File: src/rtl/adder_share_arbiter_pkg.sv
// Shared definitions for the two-requester shared adder: FSM encoding,
// requester count and default datapath width.
package adder_share_arbiter_pkg;

   localparam int NUM_REQ       = 2;
   localparam int DEFAULT_WIDTH = 8;

   typedef enum logic [1:0] {
      IDLE = 2'd0,
      EXEC = 2'd1,
      RESP = 2'd2
   } state_t;

endpackage

File: src/rtl/adder_share_arbiter_shared_adder.sv
// Combinational WIDTH-bit adder with carry-out. A single copy is shared
// by both requesters.
module shared_adder #(
   parameter int WIDTH = 8
) (
   input  logic [WIDTH-1:0] a,
   input  logic [WIDTH-1:0] b,
   output logic [WIDTH-1:0] sum,
   output logic             carry
);

   logic [WIDTH:0] full;

   assign full  = {1'b0, a} + {1'b0, b};
   assign sum   = full[WIDTH-1:0];
   assign carry = full[WIDTH];

endmodule

File: src/rtl/adder_share_arbiter.sv
// Round-robin arbiter that time-shares one adder between two requesters.
// Each requester also owns an accumulator for running sums.
module adder_share_arbiter
   import adder_share_arbiter_pkg::*;
#(
   parameter int WIDTH = DEFAULT_WIDTH
) (
   input  logic                 clk,
   input  logic                 rst,
   input  logic [NUM_REQ-1:0]   req_valid,
   output logic [NUM_REQ-1:0]   req_ready,
   input  logic [NUM_REQ-1:0]   req_acc,
   input  logic [WIDTH-1:0]     req_a0,
   input  logic [WIDTH-1:0]     req_b0,
   input  logic [WIDTH-1:0]     req_a1,
   input  logic [WIDTH-1:0]     req_b1,
   output logic [NUM_REQ-1:0]   rsp_valid,
   input  logic [NUM_REQ-1:0]   rsp_ready,
   output logic [WIDTH-1:0]     rsp_sum,
   output logic                 rsp_carry,
   output logic                 busy
);

   state_t state, state_nxt;

   logic                            last_grant;
   logic                            gnt;
   logic                            gnt_sel;
   logic                            grant_en;
   logic [WIDTH-1:0]                op_a;
   logic [WIDTH-1:0]                op_b;
   logic                            op_acc;
   logic [NUM_REQ-1:0][WIDTH-1:0]   acc;

   logic [WIDTH-1:0]                add_b;
   logic [WIDTH-1:0]                add_sum;
   logic                            add_carry;

   // Captured operands feed the adder, so rsp_* never sees req_* combinationally.
   assign add_b = op_acc ? acc[gnt] : op_b;

   shared_adder #(.WIDTH(WIDTH)) u_adder (
      .a     (op_a),
      .b     (add_b),
      .sum   (add_sum),
      .carry (add_carry)
   );

   always_comb begin
      state_nxt = state;
      req_ready = '0;
      rsp_valid = '0;
      gnt_sel   = 1'b0;
      grant_en  = 1'b0;
      case (state)
         IDLE: begin
            if (|req_valid) begin
               grant_en = 1'b1;
               // Under contention the requester not served last time wins.
               gnt_sel  = (&req_valid) ? ~last_grant : req_valid[1];
               req_ready[gnt_sel] = 1'b1;
               state_nxt = EXEC;
            end
         end
         EXEC: state_nxt = RESP;
         RESP: begin
            rsp_valid[gnt] = 1'b1;
            if (rsp_ready[gnt]) state_nxt = IDLE;
         end
         default: state_nxt = IDLE;
      endcase
   end

   always_ff @(posedge clk or posedge rst) begin
      if (rst) begin
         state      <= IDLE;
         busy       <= 1'b0;
         last_grant <= 1'b1;
         gnt        <= 1'b0;
         op_a       <= '0;
         op_b       <= '0;
         op_acc     <= 1'b0;
         acc        <= '0;
         rsp_sum    <= '0;
         rsp_carry  <= 1'b0;
      end else begin
         state <= state_nxt;
         busy  <= (state_nxt != IDLE);
         if (grant_en) begin
            gnt    <= gnt_sel;
            op_a   <= gnt_sel ? req_a1 : req_a0;
            op_b   <= gnt_sel ? req_b1 : req_b0;
            op_acc <= req_acc[gnt_sel];
         end
         if (state == EXEC) begin
            rsp_sum    <= add_sum;
            rsp_carry  <= add_carry;
            last_grant <= gnt;
            // Carry is reported but the accumulator wraps.
            if (op_acc) acc[gnt] <= add_sum;
         end
      end
   end

endmodule

File: config.mk
export PLATFORM = sky130hd
export DESIGN_NAME = adder_share_arbiter
export DESIGN_NICKNAME = d
export VERILOG_FILES = /design/src/rtl/adder_share_arbiter_pkg.sv /design/src/rtl/adder_share_arbiter_shared_adder.sv /design/src/rtl/adder_share_arbiter.sv
export SDC_FILE = /design/constraint.sdc
export NUM_CORES = 1
export LEC_CHECK = 0
export BUFFER_PORTS_ARGS = -buffer_cell sky130_fd_sc_hd__buf_2
export CORE_ASPECT_RATIO = 0.6
export CORE_MARGIN = 1.5
export CORE_UTILIZATION = 49
export CTS_CLUSTER_DIAMETER = 100
export DETAILED_ROUTE_END_ITERATION = 7
export PLACE_DENSITY = 0.76
export SETUP_SLACK_MARGIN = 0.02
export SKIP_CTS_REPAIR_TIMING = 1
export SLEW_MARGIN = 20
export SYNTH_ARGS = -nofsm -noshare
export SYNTH_HDL_FRONTEND = slang
export SYNTH_SLANG_ARGS = --single-unit
File: constraint.sdc
create_clock -name clk -period 2.2 [get_ports clk]
set_input_delay 0.22 -clock clk [delete_from_list [all_inputs] [get_ports clk]]
set_output_delay 0.22 -clock clk [all_outputs]
set_load 0.02 [all_outputs]
==> flow_summary.ini <==
[timing]
timing.slew.headroom = 0.502
grt_setup_unrepaired = yes
setup_viol_count_final = 0
hold_violations = 0
finalClockSkew_ps = 6.53
worstMarginPinSlew_ps = 746
final_max_slew_viol_count = 0
final.setup.tns_ps = 0
maxClockFrequency_mhz = 458
finalWorstPathRequiredPeriod_ps = 2180
period_share = 0.992

[power]
power.switching_uw = 2530
power.static_leakage_uw = 0.00148
ir_drop_v = 0.000756
sw_frac_of_total = 0.451
report.power.total_uw = 5610
clockPowerShare = 0.097
power_density_nw_per_um2 = 1780
internal-power_uw = 3080
seqPwrFrac = 0.279
share_comb_of_total_power = 0.624

[cells_and_area]
final_layout_size_suffix_gt1_frac = 0.411
layout.area.seq_sq_um = 1180
mostFrequentLayoutCells = buf_2 (53), dfrtp_1 (45), nand2_1 (38), buf_4 (19), nor2_1 (16)
mostFrequentLayoutCell = buf_2
insertedDiodeCount = 0
synthToLayoutAreaGrowth_pct = 21.8
multi_input_area_sq_um = 1360
number_of_nets_in_the_layout = 367
num-fill-cells = 436
post-route-cell-area_sq_um = 3150

[setup_path]
setup_crit_end_kind = register
worstPathBufferInverterCount = 1
cpPeakStageDelay_ps = 420
timing.critical_path.slowest_stage_cell = fa_2
critPathTopFamily = adder cells
worstPathCellList = mux2i_1 -> a21oi_1 -> ha_2 -> fa_2 -> a211oi_2 -> o21bai_2 -> buf_6 -> mux2i_2 -> nand2_1
crit_required_ps = 2400
cp_data_arrival_time_ps = 2380
setup.worst_path.class = register to register
setup.reg_to_reg.worst_slack_ps = 20
cp_max_fo = 5
worst_setup_path_start_kind = register

[route]
routed_via_density = 5.35
drc_violation_count_after_routing = 0
ant_nets = 0
drt_wl_total_mm = 5.71
detail_route.wl_per_cell_um = 14.8
starting_drt_drc_count = 89
firstDrtPassIters = 4
via_count = 2060

[global_route]
grt_first_pass_wirelength_mm = 9.66
initial_antenna_violation_count = 0
globalRouteOverflowTotal = 0
gr-usage-all-layers = 0.216
grt_pass1_vias = 2040
grt_max_degree = 48

[die]
initial_utilization = 0.510
floorplan.die.width_um = 96.8
die-height_um = 59.3
core_region_sq_um = 5080
top_level_ports = 54
full_die_area_sq_um = 5740
rows = 20

[logic_synthesis]
ys_async_sr_fraction = 1.00
synth.distinct_cells = 46
syn_area_per_cell_sq_um = 10.2
synth_seq_cells = 47
share_of_the_yosys_chip_area_belonging_to_registers = 0.455
postSynthCellCount = 255
synth_nets = 304
synth_area_sq_um = 2590
ys.warnings.count = 0
synth-main-ff-cell = dfrtp_1
number_of_enable_type_register_cells_in_the_synthesized_netlist = 0

[clocking]
clk_pin_slew_worst_paths_ps = 90
htreeDepth = 2
cts-root-to-sink-buffers = 2
cts_tree = done
worst_skew_pair.late_latency_ps = 300
clk_root_buffer_cell = clkbuf_8
cts.sink_count = 47
numCtsBuffers = 5

[place]
place_hpwl_mm = 4.13
dpl_cell_area_sq_um = 2940
numPortBuffers = 53
globalplace.congestion = 0.904

[outcome]
outcome = finished clean

[flow_run]
cap_violations = 0

[min_path]
hold_path.class = input pin to async pin
## cell usage after synthesis (7+ instances only)
cell     instances  area share
a21oi_1         15       0.029
o21ai_1          7       0.014
buf_2           10       0.019
ha_1             8       0.039
dfrtp_1         46        0.44
o21ai_2          9       0.030
mux2i_1         15       0.058
o22ai_2          8       0.039
nor2_1          16       0.023
nand2_1         39       0.057
o21ai_0         15       0.029
## flip-flops by register name, summed over array words and instances, names as in the netlist
signal      cells
gnt             1
last_grant      1
rsp_carry       1
op_acc          1
op_a            8
state           2
busy            1
acc            16
rsp_sum         8
op_b            8
## through the flow
stage	cells	util	worst slack [ps]	hold WS (ps)
2_1_floorplan	255	-	33.5	388
3_3_place_gp	371	0.579	52.8	399
3_5_place_dp	371	0.579	-28.3	409
4_1_cts	379	0.597	-65.4	81.4
5_1_grt	385	0.621	-102	117
6_report	385	0.621	17.6	63.1
## worst reg2reg max path, cell delays in order (launching register included)
cell and delay (ps):
dfrtp_1 410, mux2i_1 210, a21oi_1 90, ha_2 210, fa_2 420, a211oi_2 210, o21bai_2 130, buf_6 150
mux2i_2 170, nand2_1 70
## logic make-up (layout without fill, tap and decap cells)
| group | count (synthesis) | after routing | share of synthesized area |
|---|---|---|---|
| AOI/OAI and AO/OA | 77 | 77 | 0.215 |
| xor gates and xnor gates | 3 | 3 | 0.0102 |
| adders and majority gates | 9 | 9 | 0.0464 |
| buffers and inverters | 21 | 85 | 0.0478 |
| DFF | 47 | 47 | 0.455 |
| muxes | 22 | 22 | 0.0884 |
| and+or+nand+nor | 76 | 76 | 0.137 |
## final timing paths
kind | start | end | depth (start not counted)
max | gnt$_DFFE_PP0P_ | acc[6]$_DFFE_PP0P_ | 9
min | rst | op_b[2]$_DFFE_PP0P_ | 3
max reg2reg | gnt$_DFFE_PP0P_ | acc[6]$_DFFE_PP0P_ | 9
min reg2reg | acc[5]$_DFFE_PP0P_ | acc[5]$_DFFE_PP0P_ | 2
max in group asynchronous | rst | op_acc$_DFFE_PP0P_ | 3
min in group clk | req_b0[2] | op_b[2]$_DFFE_PP0P_ | 3
## power groups by stage
stage               clock, uW  sequential [uW]  combinational, uW
floorplan                   0             1590               2240
global placement            0             1570               2950
detailed placement          0             1570               3030
CTS                       550             1560               3040
global route              590             1620               3860
finish                    545             1560               3500
## cell type report
| type | instances | area share |
|---|---|---|
| clock buffer | 7 | 0.0274 |
| sequential | 47 | 0.374 |
| inverter | 3 | 0.00357 |
| timing repair buffer | 74 | 0.137 |
| clock inverter | 1 | 0.00159 |
| tap | 66 | 0.0262 |
| multi-input combinational | 187 | 0.431 |
## layer usage
metal | share of wire | routed length, um | track usage | vias up
met5 | 0 | 0 | 0 | -
met4 | 0.0089 | 51 | 0.0518 | 0
met3 | 0.045 | 257 | 0.0483 | 7
met2 | 0.45 | 2560 | 0.340 | 46
met1 | 0.50 | 2840 | 0.309 | 975
li1 | - | - | - | 1032
(Power assumes the default switching activity.)
